==> config.mk <==
export PLATFORM = sky130hd
export DESIGN_NAME = tmr_recovery_ctrl
export DESIGN_NICKNAME = d
export VERILOG_FILES = /design/src/rtl/cei_mochila_pkg.sv /design/src/rtl/tmr_recovery_ctrl.sv
export SDC_FILE = /design/constraint.sdc
export NUM_CORES = 1
export LEC_CHECK = 0
export BUFFER_PORTS_ARGS = -buffer_cell sky130_fd_sc_hd__buf_2
export CAP_MARGIN = 20
export CORE_ASPECT_RATIO = 1.75
export CORE_MARGIN = 2
export CORE_UTILIZATION = 55
export DETAILED_ROUTE_END_ITERATION = 8
export PLACE_DENSITY = 0.82
export SLEW_MARGIN = 10
export SYNTH_ARGS = -nofsm -noshare
export SYNTH_HDL_FRONTEND = slang
export SYNTH_SLANG_ARGS = --single-unit
export TNS_END_PERCENT = 20
==> constraint.sdc <==
create_clock -name clk_i -period 2.6 [get_ports clk_i]
set_clock_uncertainty 0.05 [all_clocks]
set_input_delay 0.13 -clock clk_i [delete_from_list [all_inputs] [get_ports clk_i]]
set_output_delay 0.13 -clock clk_i [all_outputs]
set_load 0.01 [all_outputs]
==> src/rtl/cei_mochila_pkg.sv <==
// Shared types for the lockstep-cluster recovery sequencer.
// Holds the recovery FSM encoding and the supported hart count.
package cei_mochila_pkg;

  localparam int TMR_NHARTS = 3;

  typedef enum logic [2:0] {
    ST_IDLE     = 3'd0,
    ST_FILTER   = 3'd1,
    ST_HALT_REQ = 3'd2,
    ST_RESYNC   = 3'd3,
    ST_RELEASE  = 3'd4,
    ST_FATAL    = 3'd5
  } tmr_rec_state_e;

endpackage

==> src/rtl/tmr_recovery_ctrl.sv <==
// Fault-recovery sequencer: filters voter mismatches, halts harts, waits for resync, releases.
// Outputs are decoded from registered state only, so they react one clock after the inputs.
module tmr_recovery_ctrl
  import cei_mochila_pkg::*;
#(
  parameter int NHARTS       = 3,
  parameter int ERR_PERSIST  = 2,
  parameter int HALT_TIMEOUT = 1024,
  parameter int CNT_W        = 16
) (
  input  logic              clk_i,
  input  logic              rst_ni,
  input  logic              enable_i,
  input  logic              error_i,
  input  logic [NHARTS-1:0] error_id_i,
  input  logic [NHARTS-1:0] halted_i,
  input  logic              resync_done_i,
  output logic [NHARTS-1:0] debug_req_o,
  output logic [NHARTS-1:0] faulty_id_o,
  output logic              recovering_o,
  output logic              fatal_o,
  output logic [CNT_W-1:0]  fault_count_o
);

  localparam int PW = (ERR_PERSIST < 2) ? 1 : $clog2(ERR_PERSIST + 1);
  localparam int TW = $clog2(HALT_TIMEOUT);

  if (NHARTS != TMR_NHARTS) begin : g_bad_nharts
    $error("tmr_recovery_ctrl supports only NHARTS == 3");
  end

  tmr_rec_state_e    state_q, state_d;
  logic [PW-1:0]     persist_q, persist_d, persist_inc;
  logic [TW-1:0]     tmo_q, tmo_d;
  logic [NHARTS-1:0] cap_id_q, cap_id_d;
  logic [CNT_W-1:0]  fault_cnt_q, fault_cnt_d;
  logic              confirm;

  always_ff @(posedge clk_i or negedge rst_ni) begin
    if (!rst_ni) begin
      state_q     <= ST_IDLE;
      persist_q   <= '0;
      tmo_q       <= '0;
      cap_id_q    <= '0;
      fault_cnt_q <= '0;
    end else begin
      state_q     <= state_d;
      persist_q   <= persist_d;
      tmo_q       <= tmo_d;
      cap_id_q    <= cap_id_d;
      fault_cnt_q <= fault_cnt_d;
    end
  end

  assign persist_inc = persist_q + PW'(1);

  always_comb begin
    state_d     = state_q;
    persist_d   = persist_q;
    tmo_d       = tmo_q;
    cap_id_d    = cap_id_q;
    fault_cnt_d = fault_cnt_q;
    confirm     = 1'b0;

    unique case (state_q)
      ST_IDLE: begin
        tmo_d     = '0;
        persist_d = '0;
        if (enable_i && error_i) begin
          if ($onehot(error_id_i)) begin
            cap_id_d = error_id_i;
            if (ERR_PERSIST == 1) begin
              state_d = ST_HALT_REQ;
              confirm = 1'b1;
            end else begin
              state_d   = ST_FILTER;
              persist_d = PW'(1);
            end
          end else begin
            state_d = ST_FATAL;
          end
        end
      end
      ST_FILTER: begin
        if (!error_i) begin
          // Transient mismatch: drop it without counting.
          state_d   = ST_IDLE;
          persist_d = '0;
          cap_id_d  = '0;
        end else if (!$onehot(error_id_i)) begin
          state_d = ST_FATAL;
        end else if (error_id_i != cap_id_q) begin
          cap_id_d  = error_id_i;
          persist_d = PW'(1);
        end else if (persist_inc == PW'(ERR_PERSIST)) begin
          state_d   = ST_HALT_REQ;
          persist_d = '0;
          confirm   = 1'b1;
        end else begin
          persist_d = persist_inc;
        end
      end
      ST_HALT_REQ: begin
        // All-halted takes priority over an expiring timeout in the same cycle.
        if (&halted_i) begin
          state_d = ST_RESYNC;
          tmo_d   = '0;
        end else if (tmo_q == TW'(HALT_TIMEOUT - 1)) begin
          state_d = ST_FATAL;
        end else begin
          tmo_d = tmo_q + TW'(1);
        end
      end
      ST_RESYNC: begin
        if (resync_done_i) state_d = ST_RELEASE;
      end
      ST_RELEASE: begin
        if (~|halted_i) begin
          state_d  = ST_IDLE;
          cap_id_d = '0;
        end
      end
      ST_FATAL: state_d = ST_FATAL;
      default:  state_d = ST_FATAL;
    endcase

    if (confirm && (fault_cnt_q != '1)) fault_cnt_d = fault_cnt_q + CNT_W'(1);
  end

  assign recovering_o  = (state_q == ST_HALT_REQ) || (state_q == ST_RESYNC) ||
                         (state_q == ST_RELEASE);
  assign fatal_o       = (state_q == ST_FATAL);
  assign debug_req_o   = ((state_q == ST_HALT_REQ) || (state_q == ST_FATAL)) ? '1 : '0;
  assign faulty_id_o   = recovering_o ? cap_id_q : '0;
  assign fault_count_o = fault_cnt_q;

endmodule

After elaboration in Yosys (flattened, before gate mapping)
Cells that the tools add are included.
{ "op_classes": {"add_sub_neg": 5, "eq_ne": 20, "muxes": 34, "n_reduce_logical": 15} }
{ "op_table": {"columns": ["cell", "n"], "rows": [
  ["$mux 3", 17],
  ["$mux 10", 2],
  ["$pmux 10 s2", 1],
  ["$add 16x1->16 const B", 1],
  ["$ne 16x16->1 const B", 1],
  ["$pmux 3 s5", 1],
  ["$ne 3x3->1 const B", 4],
  ["$reduce_and 6->1", 2],
  ["$add 10x1->10 const B", 1],
  ["$eq 10x10->1 const B", 1],
  ["$pmux 3 s3", 1],
  ["$mux 2", 4],
  ["$ne 2x2->1 const B", 4],
  ["$ne 4x4->1 const B", 2],
  ["$mux 1", 7],
  ["$eq 3x2->1 const B", 2],
  ["$eq 3x3->1 const B", 2],
  ["$pmux 2 s2", 1],
  ["$reduce_and 2->1", 2],
  ["$reduce_bool 2->1", 2],
  ["$eq 3x1->1 const B", 1],
  ["$logic_not 3->1", 1],
  ["$logic_or 1x1->1", 3],
  ["$ne 3x3->1", 1],
  ["9 further kinds", 10]
]} }
{ "totals": {"regBits": 34, "in_bits": 11, "elab_cells": 79} }

Depth between registers and ports, before layout
Gate-level depths: netlist of run 1.
{ "logic_depth": {"depth_word": 8, "mapped_depth": 7, "ltp_nobuf": 6} }

Worst setup path after synthesis of run 1
Ideal clock, no wire load.
{ "synth_path": {"kind": "in2reg", "startpoint": "input port error_id_i[0]", "endpoint": "register fault_cnt_q[1], in the netlist fault_count_o[1]", "setup_time_ns": 0.125, "t_arrival_ns": 1.723, "t_required_ns": 2.425, "path_slack_ns": 0.702, "cell_stages": 6, "n_path_buf": 0, "cell_sequence": "fa_1 nand2b_1 or2_1 nor3_4 nand2_2 mux2_4"} }
{ "synth_between": {"elab_chain_len": 7} }
{ "synth_lines": {"columns": ["element", "line", "text"], "rows": [
  ["start: declaration", "tmr_recovery_ctrl.sv:15", "input logic [NHARTS-1:0] error_id_i,"],
  ["$add 1x1->2 (implied by the code)", "tmr_recovery_ctrl.sv:90", "end else if (!$onehot(error_id_i)) begin"],
  ["$add 2x1->2 (implied by the code)", "tmr_recovery_ctrl.sv:90", null],
  ["$eq 2x1->1", "tmr_recovery_ctrl.sv:90", null],
  ["$mux 1 (*)", "tmr_recovery_ctrl.sv:90", null],
  ["$mux 1 (*)", "tmr_recovery_ctrl.sv:85", "if (!error_i) begin"],
  ["$mux 1 (*)", "tmr_recovery_ctrl.sv:65", "unique case (state_q)"],
  ["$logic_and 1x1->1 (*)", "tmr_recovery_ctrl.sv:127", "if (confirm && (fault_cnt_q != '1)) fault_cnt_d = fault_cnt_q + CNT_W'(1);"],
  ["end signal: assignment", "tmr_recovery_ctrl.sv:51", "fault_cnt_q <= fault_cnt_d;"],
  ["end: declaration", "tmr_recovery_ctrl.sv:36", "logic [CNT_W-1:0] fault_cnt_q, fault_cnt_d;"]
]} }
Mark *: on every way between the ends. The rest lies on a longest branch, timed or not.
A chain may end at the register's enable or synchronous reset.

Final worst setup path of run 1
{ "layout_path": {"startpoint": "register state_q[1]", "endpoint": "register fault_cnt_q[13], in the netlist fault_count_o[13]"} }
{ "layout_between": {"elab_chain_len": 3} }
{ "layout_lines": {"columns": ["element", "line", "text"], "rows": [
  ["start: declaration", "tmr_recovery_ctrl.sv:32", "tmr_rec_state_e state_q, state_d;"],
  ["start signal: assignment", "tmr_recovery_ctrl.sv:47", "state_q <= state_d;"],
  ["$eq 3x1->1", "tmr_recovery_ctrl.sv:65", null],
  ["$mux 1", "tmr_recovery_ctrl.sv:65", null],
  ["$logic_and 1x1->1", "tmr_recovery_ctrl.sv:127", null]
]} }
Every way passes these cells.

==> results of run 1 <==
-- final cells by class --
class                   instances  area share (%)
multi-input cells             163           46.43
flip-flops and latches         34           36.54
repair buffers                 40           9.350
clock buffers                   6           3.546
well taps                      46           2.472
inverters                       7           1.128
clock inverters                 2          0.5373
-- synth_stat cells, drive strengths merged --
cell type	number
or3	1
a21o	1
nand2	17
xor2	4
dfrtp	34
a32o	1
o31ai	3
nor4b	1
o211ai	2
mux2	2
and3	5
or2	1
a31oi	1
nand2b	7
mux2i	3
o22ai	1
a211oi	1
nand3b	2
a2111oi	1
o2111ai	2
fa	1
and2	2
o21bai	2
nor2	17
nand4	7
a21oi	7
o21ai	12
buf	7
nor2b	2
o2bb2ai	1
nand3	14
inv	7
a41oi	1
nor3b	2
nor3	7
nand4bb	1
xnor2	18
o21a	2
and4	9
ha	2
-- final timing paths --
check	start	endpoint	slack, ns	cells after the start
max	state_q[1]	fault_count_o[13]	0.36	6
min	error_id_i[0]	cap_id_q[0]	0.09	3
max reg2reg	state_q[1]	fault_count_o[13]	0.36	6
min reg2reg	fault_count_o[7]	fault_count_o[7]	0.45	1
max in group asynchronous	rst_ni	fault_count_o[6]	1.60	2
min in group asynchronous	rst_ni	tmo_q[0]	0.41	2
-- per-layer routing --
| metal | vias to the layer above | GRT usage [%] | routed length [microns] |
|---|---|---|---|
| met1 | 828 | 24.46 | 1671 |
| met3 | 6 | 3.584 | 142 |
| li1 | 835 | - | - |
| met2 | 33 | 40.24 | 2390 |
| met5 | - | 0 | 0 |
| met4 | 0 | 9.848 | 54 |
-- power by group through the flow --
stage	combinational [mW]	clock [mW]	sequential (mW)
after floorplan	0.417	0	0.632
after global placement	0.581	0	0.633
after detailed placement	0.590	0	0.633
after CTS	0.594	0.415	0.623
after global routing	0.648	0.436	0.630
final	0.590	0.399	0.626
-- tightest hold or removal path: cells and delay by family --
kind	cells	cell delay, ns
buffers and inverters	1	0.13
and+or+nand+nor	1	0.06
muxes	1	0.06
-- logic make-up after synthesis --
group	count (synthesis)	share of synthesized area, %
flip-flops	34	42.45
adder cells (fa/ha/maj)	3	2.247
XOR/XNOR	22	9.613
buffers and inverters	14	3.620
AND/OR/NAND/NOR	95	26.78
AO/OA/AOI/OAI	38	12.48
multiplexers	5	2.809
-- metrics by stage --
step / worst slack [ns] / cell area, sq um / instances
5_1_grt: 0.2632 / 2328 / 298
6_report: 0.3623 / 2328 / 298
3_5_place_dp: 0.2204 / 2223 / 289
4_1_cts: 0.3800 / 2328 / 298
2_1_floorplan: 0.7016 / 2004 / 211
3_3_place_gp: 0.2960 / 2223 / 289
-- timing repair --
action | CTS | global route
setup endpoints to repair | 0 | 0
hold endpoints to repair | 34 | 0
hold buffers | 1 | 0
-- flip-flops by register name, indices dropped and copies added, names as in the netlist --
signal         count
persist_q          2
cap_id_q           3
fault_count_o     16
tmo_q             10
state_q            3
==> report_table.html, run 1 <==
<table>
<tr><th>Metric</th><th>Value</th></tr>
<tr><th colspan="2">Placed design</th></tr>
<tr><td>HPWL after DPL</td><td>3213 microns</td></tr>
<tr><td>Routability cong.</td><td>0.7980</td></tr>
<tr><td>Number of port buffers</td><td>34</td></tr>
<tr><th colspan="2">Clock network</th></tr>
<tr><td>TritonCTS clock tree</td><td>built</td></tr>
<tr><td>Count of instances resized after the clock tree is built</td><td>0</td></tr>
<tr><td>Clock-pin slew on the worst setup and hold paths</td><td>0.07 ns</td></tr>
<tr><td>Clock Latency Late Sink</td><td>0.28 ns</td></tr>
<tr><td>Clock sink count</td><td>34</td></tr>
<tr><td>Post-CTS repair timing setup buffer count</td><td>0</td></tr>
<tr><td>CTS H-tree lvls</td><td>2</td></tr>
<tr><td>Clock root buffer</td><td>clkbuf_8</td></tr>
<tr><td>TritonCTS buffer count</td><td>5</td></tr>
<tr><td>CTS max path bufs</td><td>2</td></tr>
<tr><th colspan="2">Yosys</th></tr>
<tr><td>Mapped Area</td><td>2004 sq um</td></tr>
<tr><td>Proportion of netlist area held by the largest area contributor</td><td>42.45%</td></tr>
<tr><td>Number of standard cells after synthesis</td><td>211</td></tr>
<tr><td>Syn nets</td><td>225</td></tr>
<tr><td>Netlist cell types</td><td>46</td></tr>
<tr><td>Register bit total from synthesis</td><td>34</td></tr>
<tr><td>Top cell type by total area after synthesis</td><td>dfrtp_1</td></tr>
<tr><td>Syn_area_per_cell</td><td>9.500 sq um</td></tr>
<tr><td>Sequential element share of the synthesized area</td><td>42.45%</td></tr>
<tr><td>Biggest area contributors in the synthesized netlist</td><td>dfrtp_1, xnor2_1, and4_1, nand3_1, nor2_1</td></tr>
<tr><td>Warning count from the yosys run</td><td>0</td></tr>
<tr><th colspan="2">STA</th></tr>
<tr><td>Max transition margin</td><td>49.01%</td></tr>
<tr><td>Final count of pins violating max slew</td><td>0</td></tr>
<tr><td>Final Hold Fails</td><td>0</td></tr>
<tr><td>Sum of negative setup slack</td><td>0 ns</td></tr>
<tr><td>RSZ-0062 raised after global routing</td><td>no</td></tr>
<tr><td>Top achievable clock speed</td><td>446.9 MHz</td></tr>
<tr><td>Period Utilization, post-route</td><td>86.06%</td></tr>
<tr><td>Worst Hold Slack</td><td>0.09491 ns</td></tr>
<tr><td>Post-layout min period</td><td>2.238 ns</td></tr>
<tr><td>Worst-Margin Slew</td><td>0.7648 ns</td></tr>
<tr><td>Final setup viols</td><td>0</td></tr>
<tr><th colspan="2">Power</th></tr>
<tr><td>Portion of total power attributed to the clock network</td><td>24.7%</td></tr>
<tr><td>Part of the total power dissipated in sequential elements</td><td>38.7%</td></tr>
<tr><td>Int Pwr</td><td>1.034 mW</td></tr>
<tr><td>Part of the power in combinational logic</td><td>36.5%</td></tr>
<tr><td>Leakage</td><td>1.068 nW</td></tr>
<tr><td>VDD IR-drop max</td><td>0.5514 mV</td></tr>
<tr><td>Power density of the placed cells</td><td>693.4 nW/um^2</td></tr>
<tr><td>Overall power</td><td>1.615 mW</td></tr>
<tr><td>Switching Share</td><td>35.95%</td></tr>
<tr><td>Net switching power of the design</td><td>580.5 uW</td></tr>
<tr><th colspan="2">Critical path</th></tr>
<tr><td>Cell family contributing the most delay on the critical path</td><td>simple AND/OR/NAND/NOR gates</td></tr>
<tr><td>Setup Crit Path Kind</td><td>flop to flop</td></tr>
<tr><td>Highest cell delay on the worst timing path</td><td>0.51 ns</td></tr>
<tr><td>CP Capture Type</td><td>flop</td></tr>
<tr><td>Required arrival time at the worst endpoint</td><td>2.72 ns</td></tr>
<tr><td>Highest fanout seen on the critical path</td><td>14</td></tr>
<tr><td>Crit path max-delay cell type</td><td>dfrtp_1</td></tr>
<tr><td>Critical path, cell by cell</td><td>nand4bb_1 &gt; or2_1 &gt; nor3_4 &gt; buf_4 &gt; nand3_1 &gt; xnor2_1</td></tr>
<tr><td>Arrival time at the worst endpoint</td><td>2.36 ns</td></tr>
<tr><td>CP startpoint kind</td><td>flop</td></tr>
<tr><td>CP bufs+invs</td><td>1</td></tr>
<tr><th colspan="2">GRT</th></tr>
<tr><td>Global-route usage over all layers</td><td>22.16%</td></tr>
<tr><td>Number of antenna violations at the first check in global routing</td><td>0</td></tr>
<tr><td>Vias in the first global route</td><td>1,626</td></tr>
<tr><td>Pin count of the biggest net entering global routing</td><td>35</td></tr>
<tr><td>Final global-route overflow total</td><td>0</td></tr>
<tr><td>Wire length of the first global-routing pass</td><td>7231 microns</td></tr>
<tr><th colspan="2">Detailed routing</th></tr>
<tr><td>Routed wire per std cell</td><td>14.29 microns</td></tr>
<tr><td>Count of unresolved DRC violations after routing</td><td>0</td></tr>
<tr><td>Initial drt markers</td><td>48</td></tr>
<tr><td>Iteration count of the initial detailed-routing pass</td><td>4</td></tr>
<tr><td>Routed wire length</td><td>4258 microns</td></tr>
<tr><td>Vias per std cell</td><td>5.711</td></tr>
<tr><td>Number of routed nets with antenna violations</td><td>0</td></tr>
<tr><td>Via count</td><td>1,702</td></tr>
<tr><th colspan="2">Die</th></tr>
<tr><td>Area of the die</td><td>4162 sq um</td></tr>
<tr><td>Cell row count</td><td>29</td></tr>
<tr><td>Overall die height</td><td>83.86 microns</td></tr>
<tr><td>Die X</td><td>49.64 microns</td></tr>
<tr><td>Number of ports placed on the die boundary</td><td>35</td></tr>
<tr><td>Initial Util</td><td>56.37%</td></tr>
<tr><td>Core region area</td><td>3556 sq um</td></tr>
<tr><th colspan="2">Final layout</th></tr>
<tr><td>Layout Area Growth over Synthesis</td><td>16.17%</td></tr>
<tr><td>Count of inserted antenna diode cells</td><td>0</td></tr>
<tr><td>Fraction of final layout cells with drive strength greater than 1</td><td>21.03%</td></tr>
<tr><td>Flip-flop and latch area</td><td>850.8 sq um</td></tr>
<tr><td>Final core area utilization</td><td>65.48%</td></tr>
<tr><td>Total of fill cells in the finished design</td><td>324</td></tr>
<tr><td>Number of nets in the finished design</td><td>265</td></tr>
<tr><td>Area taken by multi-input logic gates</td><td>1081 sq um</td></tr>
<tr><td>Most frequent cells in the layout</td><td>dfrtp_1, buf_2, xnor2_1</td></tr>
<tr><th colspan="2">Outcome</th></tr>
<tr><td>Run status</td><td>finished, final reports clean</td></tr>
<tr><th colspan="2">Hold path</th></tr>
<tr><td>Worst min-delay path category</td><td>primary input to flop</td></tr>
<tr><th colspan="2">Run</th></tr>
<tr><td>Max capacitance violation total</td><td>0</td></tr>
</table>
(Power assumes the default switching activity.)
==> run 2: changes to the inputs <==
- PLACE_DENSITY: 0.82 -> 0.85
==> report_table.html, run 2 (synthesis gave the netlist of run 1 again) <==
<table>
<tr><th>Metric</th><th>Value</th></tr>
<tr><th colspan="2">Critical path</th></tr>
<tr><td>Critical path, cell by cell</td><td>ha_1 &gt; and4_1 &gt; nand3_1 &gt; o2bb2ai_1 &gt; nor3b_1 &gt; mux2_2</td></tr>
<tr><td>Required arrival time at the worst endpoint</td><td>2.73 ns</td></tr>
<tr><td>CP Capture Type</td><td>flop</td></tr>
<tr><td>CP startpoint kind</td><td>flop</td></tr>
<tr><td>Crit path max-delay cell type</td><td>dfrtp_1</td></tr>
<tr><td>Cell count of the worst reg-to-reg path</td><td>6</td></tr>
<tr><td>Highest cell delay on the worst timing path</td><td>0.40 ns</td></tr>
<tr><td>Highest fanout seen on the critical path</td><td>8</td></tr>
<tr><td>Arrival time at the worst endpoint</td><td>2.29 ns</td></tr>
<tr><td>Setup Crit Path Kind</td><td>flop to flop</td></tr>
<tr><th colspan="2">Die</th></tr>
<tr><td>Area of the die</td><td>4162 sq um</td></tr>
<tr><td>Die X</td><td>49.64 microns</td></tr>
<tr><td>Number of ports placed on the die boundary</td><td>35</td></tr>
<tr><td>Cell row count</td><td>29</td></tr>
<tr><td>Core region area</td><td>3556 sq um</td></tr>
<tr><td>Initial Util</td><td>56.37%</td></tr>
<tr><td>Overall die height</td><td>83.86 microns</td></tr>
<tr><th colspan="2">Detailed routing</th></tr>
<tr><td>Via count</td><td>1,733</td></tr>
<tr><td>Iteration count of the initial detailed-routing pass</td><td>4</td></tr>
<tr><td>Count of unresolved DRC violations after routing</td><td>0</td></tr>
<tr><td>Number of routed nets with antenna violations</td><td>0</td></tr>
<tr><td>Routed wire per std cell</td><td>15.00 microns</td></tr>
<tr><td>Initial drt markers</td><td>32</td></tr>
<tr><td>Vias per std cell</td><td>5.875</td></tr>
<tr><td>Routed wire length</td><td>4424 microns</td></tr>
<tr><th colspan="2">Clock network</th></tr>
<tr><td>CTS max path bufs</td><td>2</td></tr>
<tr><td>CTS H-tree lvls</td><td>2</td></tr>
<tr><td>TritonCTS buffer count</td><td>5</td></tr>
<tr><td>Clock Latency Late Sink</td><td>0.30 ns</td></tr>
<tr><td>Clock-pin slew on the worst setup and hold paths</td><td>0.07 ns</td></tr>
<tr><td>Post-CTS repair timing setup buffer count</td><td>0</td></tr>
<tr><td>Clock sink count</td><td>34</td></tr>
<tr><td>Count of instances resized after the clock tree is built</td><td>0</td></tr>
<tr><td>TritonCTS clock tree</td><td>built</td></tr>
<tr><td>Clock root buffer</td><td>clkbuf_8</td></tr>
<tr><td>Post-CTS Hold Fix Bufs</td><td>1</td></tr>
<tr><th colspan="2">Final layout</th></tr>
<tr><td>Number of flip-flops in the largest register</td><td>16</td></tr>
<tr><td>Most frequent cells in the layout</td><td>dfrtp_1, buf_2, xnor2_1</td></tr>
<tr><td>Count of inserted antenna diode cells</td><td>0</td></tr>
<tr><td>Layout Area Growth over Synthesis</td><td>17.42%</td></tr>
<tr><td>Number of nets in the finished design</td><td>262</td></tr>
<tr><td>Total of fill cells in the finished design</td><td>337</td></tr>
<tr><td>Fraction of final layout cells with drive strength greater than 1</td><td>20.08%</td></tr>
<tr><th colspan="2">GRT</th></tr>
<tr><td>Final global-route overflow total</td><td>0</td></tr>
<tr><td>Wire length of the first global-routing pass</td><td>7617 microns</td></tr>
<tr><td>Number of antenna violations at the first check in global routing</td><td>0</td></tr>
<tr><td>Pin count of the biggest net entering global routing</td><td>35</td></tr>
<tr><td>Global-route usage over all layers</td><td>24.00%</td></tr>
<tr><td>Vias in the first global route</td><td>1,711</td></tr>
<tr><th colspan="2">STA</th></tr>
<tr><td>Worst-Margin Slew</td><td>0.7480 ns</td></tr>
<tr><td>Smallest setup slack after layout</td><td>0.4362 ns</td></tr>
<tr><td>Top achievable clock speed</td><td>462.1 MHz</td></tr>
<tr><td>Worst Hold Slack</td><td>0.08009 ns</td></tr>
<tr><td>Final setup viols</td><td>0</td></tr>
<tr><td>Max transition margin</td><td>50.13%</td></tr>
<tr><td>Final count of pins violating max slew</td><td>0</td></tr>
<tr><td>Period Utilization, post-route</td><td>83.22%</td></tr>
<tr><td>RSZ-0062 raised after global routing</td><td>no</td></tr>
<tr><td>Final Hold Fails</td><td>0</td></tr>
<tr><td>Post-layout min period</td><td>2.164 ns</td></tr>
<tr><td>Sum of negative setup slack</td><td>0 ns</td></tr>
<tr><th colspan="2">Placed design</th></tr>
<tr><td>Number of port buffers</td><td>34</td></tr>
<tr><td>Routability cong.</td><td>0.8265</td></tr>
<tr><td>Minimum setup slack after placement</td><td>0.4005 ns</td></tr>
<tr><td>HPWL after DPL</td><td>3143 microns</td></tr>
<tr><th colspan="2">Hold path</th></tr>
<tr><td>Worst min-delay path category</td><td>primary input to flop</td></tr>
<tr><td>Number of cells on the worst hold path</td><td>3</td></tr>
<tr><th colspan="2">Power</th></tr>
<tr><td>VDD IR-drop max</td><td>0.7234 mV</td></tr>
<tr><td>Power density of the placed cells</td><td>765.3 nW/um^2</td></tr>
<tr><td>Leakage</td><td>1.078 nW</td></tr>
<tr><th colspan="2">Outcome</th></tr>
<tr><td>Run status</td><td>finished, final reports clean</td></tr>
<tr><th colspan="2">Run</th></tr>
<tr><td>Max capacitance violation total</td><td>0</td></tr>
</table>
-- run 2: changes by cell type in the layout (fill, tap and decap cells not counted) --
cell	delta
buf_4	-3
clkinv_2	-1
bufinv_16	+2
clkinvlp_4	-1
-- run 2: power by group --
| group | switching [mW] | internal (mW) |
|---|---|---|
| registers | 0.0901 | 0.581 |
| clock network | 0.202 | 0.409 |
| logic | 0.299 | 0.219 |
-- run 2: layout make-up --
type	instances	area (sq um)	share of cell area (%)
tap	46	57.56	2.446
inverter	7	26.28	1.116
sequential	34	850.8	36.15
timing repair buffer	37	195.2	8.293
multi-input combinational	163	1081	45.93
clock inverter	2	60.06	2.552
clock buffer	6	82.58	3.509
-- run 2: routing by layer --
layer	part of all wire, %	wire, microns	track usage, %
met2	56	2498	43.64
met4	2.9	129	13.38
met5	0	0	0
met1	37	1632	24.61
met3	3.7	163	4.659
-- run 2: path summary, 6_finish.rpt --
kind / from / end / slack, ns
setup / recovery: tmo_q[0] / state_q[2] / 0.44
hold / removal: error_id_i[0] / cap_id_q[0] / 0.08
setup reg to reg: tmo_q[0] / state_q[2] / 0.44
hold reg to reg: fault_count_o[13] / fault_count_o[13] / 0.44
max in group asynchronous: rst_ni / cap_id_q[0] / 1.62
min in group asynchronous: rst_ni / tmo_q[4] / 0.40
-- run 2: critical path, delay by kind of cell (launching register included) --
kind                     cells  cell delay, ns
AND/OR/NAND/NOR              3            0.76
flip-flops                   1            0.40
multiplexers                 1            0.37
AO/OA/AOI/OAI                1            0.24
adder cells (fa/ha/maj)      1            0.23
-- run 2: metrics by stage --
| stage | cells | area, sq um | utilization [%] | total power, mW |
|---|---|---|---|---|
| floorplan | 211 | 2004 | - | 1.049 |
| global placement | 286 | 2201 | 61.89 | 1.183 |
| detailed placement | 286 | 2201 | 61.89 | 1.201 |
| CTS | 295 | 2354 | 66.19 | 1.807 |
| global route | 295 | 2354 | 66.19 | 1.902 |
| finish | 295 | 2354 | 66.19 | 1.801 |
